`src/rtl/irq_request_latch_if.sv`:
```
// Consumer-side handshake of irq_request_latch: masked pending vector (encoder D),
// valid, and the acknowledge carrying the encoder index back.
interface irq_request_latch_if #(
   parameter int N     = 8,
   parameter int IDX_W = 3
);
   logic [N-1:0]     pending_out;
   logic             irq_valid;
   logic             irq_ack;
   logic [IDX_W-1:0] ack_idx;

   modport master (output pending_out, irq_valid, input  irq_ack, ack_idx);
   modport slave  (input  pending_out, irq_valid, output irq_ack, ack_idx);
endinterface

```
`src/rtl/irq_request_latch.sv`:
```
// Request-capture stage ahead of the 8-to-3 priority encoder: synchronise, detect, latch, offer.
// Optional lost-event counter enabled by defining IRQ_LOST_CNT_EN.
module irq_request_latch #(
   parameter int N           = 8,
   parameter int IDX_W       = 3,
   parameter int SYNC_STAGES = 2
) (
   input  logic                clk,
   input  logic                rst_n,
   input  logic [N-1:0]        req_in,
   input  logic [N-1:0]        trig_edge,
   input  logic [N-1:0]        mask,
   input  logic                clear_all,
   irq_request_latch_if.master irq_if,
   output logic [15:0]         lost_cnt
);

   typedef enum logic [1:0] {
      IDLE    = 2'd0,
      OFFER   = 2'd1,
      HOLDOFF = 2'd2
   } state_e;

   logic [N-1:0] sync_q [SYNC_STAGES];
   logic [N-1:0] sync_d [SYNC_STAGES];
   logic [N-1:0] prev_q, prev_d;
   logic [N-1:0] pending_q, pending_d;
   logic [N-1:0] sync_s, set_vec, clr_vec, pend_vis;
   state_e       state_q, state_d;
   logic         irq_valid_q, irq_valid_d;
   logic         ack_fire;

   always_comb begin
      sync_d[0] = req_in;
      for (int i = 1; i < SYNC_STAGES; i++) begin
         sync_d[i] = sync_q[i-1];
      end
   end

   assign sync_s = sync_q[SYNC_STAGES-1];
   assign prev_d = sync_s;

   // Edge lines fire once on a rising synchronised input; level lines fire every cycle they are high.
   assign set_vec  = sync_s & (~trig_edge | ~prev_q);
   assign pend_vis = pending_q & mask;

   always_comb begin
      clr_vec = '0;
      if (clear_all) begin
         clr_vec = '1;
      end else if (ack_fire && (32'(irq_if.ack_idx) < N)) begin
         clr_vec[irq_if.ack_idx] = 1'b1;
      end
   end

   // OR-ing set_vec after the clear makes a coincident set win over ack or clear_all.
   assign pending_d = (pending_q & ~clr_vec) | set_vec;

   // NOTE: every variable assigned in always_comb gets a default first, so no latch is inferred.
   always_comb begin
      state_d  = state_q;
      ack_fire = 1'b0;
      unique case (state_q)
         IDLE: begin
            if ((|pend_vis) && !clear_all) state_d = OFFER;
         end
         OFFER: begin
            if (irq_if.irq_ack) begin
               ack_fire = 1'b1;
               state_d  = HOLDOFF;
            end else if (clear_all || !(|pend_vis)) begin
               state_d = IDLE;
            end
         end
         HOLDOFF: state_d = IDLE;
         default: state_d = IDLE;
      endcase
      irq_valid_d = (state_d == OFFER);
   end

   // NOTE: sequential state uses non-blocking assignments only; the synchroniser array is
   // reset element by element because it is real flops, not a RAM.
   always_ff @(posedge clk or negedge rst_n) begin
      if (!rst_n) begin
         for (int i = 0; i < SYNC_STAGES; i++) begin
            sync_q[i] <= '0;
         end
         prev_q      <= '0;
         pending_q   <= '0;
         state_q     <= IDLE;
         irq_valid_q <= 1'b0;
      end else begin
         sync_q      <= sync_d;
         prev_q      <= prev_d;
         pending_q   <= pending_d;
         state_q     <= state_d;
         irq_valid_q <= irq_valid_d;
      end
   end

   assign irq_if.pending_out = pend_vis;
   assign irq_if.irq_valid   = irq_valid_q;

`ifdef IRQ_LOST_CNT_EN
   logic [15:0] lost_q, lost_d;
   logic        lost_evt;

   // A lost event is a fresh edge on a line whose previous event is still pending.
   always_comb begin
      lost_evt = |(set_vec & trig_edge & pending_q & ~clr_vec);
      lost_d   = lost_q;
      if (clear_all) begin
         lost_d = '0;
      end else if (lost_evt && (lost_q != 16'hFFFF)) begin
         lost_d = lost_q + 16'd1;
      end
   end

   always_ff @(posedge clk or negedge rst_n) begin
      if (!rst_n) lost_q <= '0;
      else        lost_q <= lost_d;
   end

   assign lost_cnt = lost_q;
`else
   assign lost_cnt = 16'h0000;
`endif

endmodule
```
`src/flat_wrapper.sv`:
```
// flat-port wrapper written by rule: the top's interface ports become plain ports
module irq_request_latch_flat 
#(
   parameter int N           = 8,
   parameter int IDX_W       = 3,
   parameter int SYNC_STAGES = 2
)
  (clk, rst_n, req_in, trig_edge, mask, clear_all, lost_cnt, irq_if_pending_out, irq_if_irq_valid, irq_if_irq_ack, irq_if_ack_idx);
  irq_request_latch_if #(.N(N), .IDX_W(IDX_W)) irq_if_i ();
  input  logic clk;
  input  logic rst_n;
  input  logic [N-1:0] req_in;
  input  logic [N-1:0] trig_edge;
  input  logic [N-1:0] mask;
  input  logic clear_all;
  output logic [15:0] lost_cnt;
  output wire logic [$bits(irq_if_i.pending_out)-1:0] irq_if_pending_out;
  output wire logic [$bits(irq_if_i.irq_valid)-1:0] irq_if_irq_valid;
  input wire logic [$bits(irq_if_i.irq_ack)-1:0] irq_if_irq_ack;
  input wire logic [$bits(irq_if_i.ack_idx)-1:0] irq_if_ack_idx;
  assign irq_if_pending_out = irq_if_i.pending_out;
  assign irq_if_irq_valid = irq_if_i.irq_valid;
  assign irq_if_i.irq_ack = irq_if_irq_ack;
  assign irq_if_i.ack_idx = irq_if_ack_idx;
  irq_request_latch #(.N(N), .IDX_W(IDX_W), .SYNC_STAGES(SYNC_STAGES)) u_core (.clk(clk), .rst_n(rst_n), .req_in(req_in), .trig_edge(trig_edge), .mask(mask), .clear_all(clear_all), .irq_if(irq_if_i), .lost_cnt(lost_cnt));
endmodule
```
`config.mk`:
```
export PLATFORM = sky130hd
export DESIGN_NAME = irq_request_latch_flat
export DESIGN_NICKNAME = d
export VERILOG_FILES = /design/src/rtl/irq_request_latch_if.sv /design/src/rtl/irq_request_latch.sv /design/src/flat_wrapper.sv
export SDC_FILE = /design/constraint.sdc
export NUM_CORES = 1
export LEC_CHECK = 0
export ABC_AREA = 1
export CORE_ASPECT_RATIO = 1.4
export CORE_MARGIN = 5
export CORE_UTILIZATION = 38
export DETAILED_ROUTE_END_ITERATION = 12
export GPL_ROUTABILITY_DRIVEN = 0
export GPL_TIMING_DRIVEN = 0
export PLACE_DENSITY = 0.75
export SYNTH_ARGS = -nofsm -noshare
export SYNTH_HDL_FRONTEND = slang
export SYNTH_SLANG_ARGS = --single-unit
```
`constraint.sdc`:
```
create_clock -name clk -period 0.9 [get_ports clk]
set_clock_uncertainty 0.1 [all_clocks]
set_input_delay 0.135 -clock clk [delete_from_list [all_inputs] [get_ports clk]]
set_output_delay 0.135 -clock clk [all_outputs]
set_load 0.005 [all_outputs]
```
# Yosys cells after proc, flatten, opt, wreduce, memory -nomap -nowiden
# Index checks and enable logic that the tools add are counted.
# totals
inputBits	31
reg_bits	35
wordCells	35
# op_classes
mux	10
n_eq_ne	2
reduce_logical	7
n_lt_le_gt_ge	2
bitwise	8
# ops
op	count
$and A8 B8 Y8	3
$not A8 Y8	3
$mux W8	2
$or A8 B8 Y8	2
$reduce_or A8 Y1	1
$mux W2	3
$eq A2 B1 Y1 const B	2
$lt A3 B4 Y1 const B	1
$pmux W2 S2	1
$demux W1 S3	1
$ge A3 B1 Y1 const B	1
$mux W1	3
$logic_and A1 B1 Y1	2
$logic_not A1 Y1	2
$logic_not A2 Y1	1
$logic_or A1 B1 Y1	1

# Depth between registers and ports, before layout
# logic_depth
word_depth	9
depth_mapped	5
mapped_depth_nobuf	5

# Worst setup path before layout
# No wires, ideal clock.
# synth_timing
path_type	register to register
startpoint	register u_core.state_q[1]
endpoint	register u_core.pending_q[0]
setup_slack_ps	-49
arrival_time_ps	732
synth_period_minus_slack_ps	949
n_path_buf	0
stages_incl_launch_ff	5
path_cell_list	dfrtp_1 nor2_4 nand3_1 nand2_1 nand2_1
# synth_via
elab_chain_len	7
# synth_rtl
item	line	source
start, declared	irq_request_latch.sv:29	state_e state_q, state_d;
start signal, assigned	irq_request_latch.sv:96	state_q <= state_d;
$eq A2 B1 Y1	irq_request_latch.sv:63	unique case (state_q)
$mux W1	irq_request_latch.sv:63	
$mux W8	irq_request_latch.sv:51	end else if (ack_fire && (32'(irq_if.ack_idx) < N)) begin
$mux W8	irq_request_latch.sv:49	if (clear_all) begin
$not A8 Y8	irq_request_latch.sv:57	assign pending_d = (pending_q & ~clr_vec) | set_vec;
$and A8 B8 Y8	irq_request_latch.sv:57	
$or A8 B8 Y8	irq_request_latch.sv:57	
net u_core.pending_d[0]	irq_request_latch.sv:27	logic [N-1:0] pending_q, pending_d;
end signal, assigned	irq_request_latch.sv:95	pending_q <= pending_d;
end, declared	irq_request_latch.sv:27	
# The timed path passes the listed nets, and every way through them passes these cells.

# Worst setup path after layout
# layout_timing
startpoint	register u_core.pending_q[0]
endpoint	output irq_if_pending_out[0]
# layout_via
elab_chain_len	1
# layout_rtl
item	line	source
$and A8 B8 Y8	irq_request_latch.sv:45	assign pend_vis = pending_q & mask;
end, declared	flat_wrapper.sv:17	output wire logic [$bits(irq_if_i.pending_out)-1:0] irq_if_pending_out;
# No other way between the ends.

==> metrics.yaml <==
power:
  design_power_total_mw: 3.347
  leakage_nw: 1.133
  ir_drop_v: 0.001114
  pwr_density_cell_mw_per_mm2: 1583
floorplanning:
  dieHeight_um: 80.98
  start_util: 0.3975
  rows: 25
  fp.dieArea_mm2: 0.004915
  io_pins: 56
  die_w_um: 60.70
  coreArea_mm2: 0.003441
clock_tree:
  cts_root_buf: "clkbuf_8"
  numCtsBuffers: 5
  cts_max_level: 2
  cts_tree: "built"
  cts_num_sinks: 35
  path_clk_slew_ns: 0.06
  clockBufferDepth: 2
  clkLatencyLatePin_ns: 0.28
synth:
  synthCells: 143
  yosysSeqAreaShare: 0.6404
  avgSynthCellArea_um2: 9.563
  ys_seq_elements: 35
  yosys-top-cells-area: "dfrtp_1, nand2_1, buf_4, inv_1, nor2_1"
  syn_area_mm2: 0.001368
  yosysTopAreaCellShare: 0.6404
  synthDistinctLibCells: 11
  synth_top_area_cell: "dfrtp_1"
  synth_warnings: 0
worst_setup_path:
  cp-end-kind: "output port"
  worstPathCellList: "nand2_2, inv_1, buf_2"
  cp_top_family: "flip-flops"
  slowest_delay_ns: 0.41
  crit_fanout: 2
  cp.buffers_inverters: 2
  critPathKind: "reg -> out"
  worstPathRequired_ns: 0.66
  arrival_ns: 0.92
  slowest_stage: "dfrtp_1"
  cp-start-kind: "flip-flop"
cells_and_area:
  fin_util: 0.6145
  stdcell_area_mm2: 0.002115
  fillCellCount: 292
  multi_input_area_um2: 476.7
  drive_gt1_frac: 0.3502
  area_delta_synth_final_pct: 54.62
  final_nets: 247
  antennaDiodeCount: 0
  layout_common_cells: "nand2_1, dfrtp_1, buf_4"
  seqCellArea_um2: 877.1
timing:
  fin_crit_sh: 1.283
  tightest_slew_ns: 0.7422
  fmax_mhz: 866.1
  fin_ws_ns: -0.2546
  timing.hold.ws_ns: -0.1787
  finalHoldViolCount: 35
  maxSlewViolCount: 0
  min_period_ns: 1.155
  relSlewSlack: 0.5052
  fin_tns_setup_ns: -3.636
  setup_viol: 20
  rsz0062_at_grt: "true"
run:
  cap_violations: 0
detailed_routing:
  routed_wirelength_um: 2943
  vias: 1076
  post_drt_wl_per_cell_um: 11.45
  drt-initial-drc-count: 20
  viasPerCell: 4.187
  drcViolationCount: 0
  firstDrtPassIters: 4
  final_antenna_net_count: 0
place:
  dpl.hpwl_um: 1835
  io_buffer_count: 38
  place_area_mm2: 0.001849
grt:
  grt_max_degree: 36
  antenna_found_initial: 0
  groute.usage.overall: 0.1286
  grt_use_met1: 0.1103
  busiest_layer: "met2"
  grt_pass1_vias: 1149
  use_met2: 0.2302
  grt_use_met3: 0.06359
  overflow: 0
  grt_pass1_wl_um: 4595
status:
  status: "finished, violations left"
  violations: "hold timing, setup timing"
hold_path:
  min_path_type: "in -> async"
==> path summary, 6_finish.rpt <==
check	start	depth (start not counted)	slack (ns)	end
worst min-delay path	rst_n	1	-0.18	u_core.prev_q[2]
worst max-delay path	u_core.pending_q[0]	3	-0.25	irq_if_pending_out[0]
worst min register to register	u_core.sync_d[5]	0	0.24	u_core.prev_d[5]
max in group asynchronous	rst_n	1	0.37	u_core.state_q[1]
min in group clk	clear_all	4	0.08	u_core.pending_q[1]
worst max register to register	u_core.state_q[1]	4	-0.19	u_core.pending_q[5]
==> flip-flops by register name, indices dropped and copies added (netlist names) <==
| register | flops |
|---|---|
| u_core.pending_q | 8 |
| u_core.prev_d | 8 |
| u_core.prev_q | 8 |
| u_core.sync_d | 8 |
| u_core.state_q | 2 |
| u_core.irq_if.irq_valid | 1 |
==> per-stage QoR <==
step	setup WS [ns]	hold slack (ns)	std cells
floorplan	-0.04258	-0.2606	158
global placement	-1.172	0.2310	236
detailed placement	-0.5476	0.1481	236
CTS	-0.2605	-0.1609	255
global route	-0.3012	-0.1244	257
finish	-0.2546	-0.1787	257
==> cell usage after synthesis <==
library cell and n:
inv_2 1, conb_1 1, nor2_1 14, nand2_2 1
nand3_1 8, inv_1 17, buf_4 17, a21oi_1 2
nand2_1 46, dfrtp_1 35, nor2_4 1
==> per-layer routing <==
layer	vias up	part of all wire
met4	0	0.028
met1	481	0.33
li1	537	-
met2	48	0.52
met3	10	0.12
met5	-	0
==> where the power goes <==
group          total, mW  switching (mW)  internal [mW]
clock               1.03           0.493          0.541
combinational      0.580           0.265          0.315
sequential          1.73          0.0562           1.68
total               3.35           0.814           2.53
==> worst reg2reg max path: cells and delay by family (launching register included) <==
family / cells / cell delay, ns
DFF: 1 / 0.45
and+or+nand+nor: 4 / 0.43
==> timing repair <==
action                                  in CTS  in global routing
buffers inserted                            18                  3
gates resized for setup                     60                 15
endpoints found under the setup margin      19                 20
cloned                                       1                  0
endpoints found under the hold margin       35                 35
pin swaps                                   16                  9
==> final cells by class <==
cell class / instances / share of cell area
Sequential cell: 35 / 0.4148
Multi-Input combinational cell: 89 / 0.2254
Timing Repair Buffer: 50 / 0.2053
Buffer: 17 / 0.06035
Clock buffer: 7 / 0.03609
Inverter: 18 / 0.03195
Tap cell: 40 / 0.02367
Clock inverter: 1 / 0.002367
==> cell families (layout without fill, tap and decap cells) <==
family	Yosys count	after routing	share of synthesized area
and+or+nand+nor	70	71	0.2068
DFF	35	35	0.6404
buffers and inverters	35	93	0.1427
AOI/OAI and AO/OA	2	2	0.007320
other	1	16	0.002742
(Power assumes the default switching activity.)
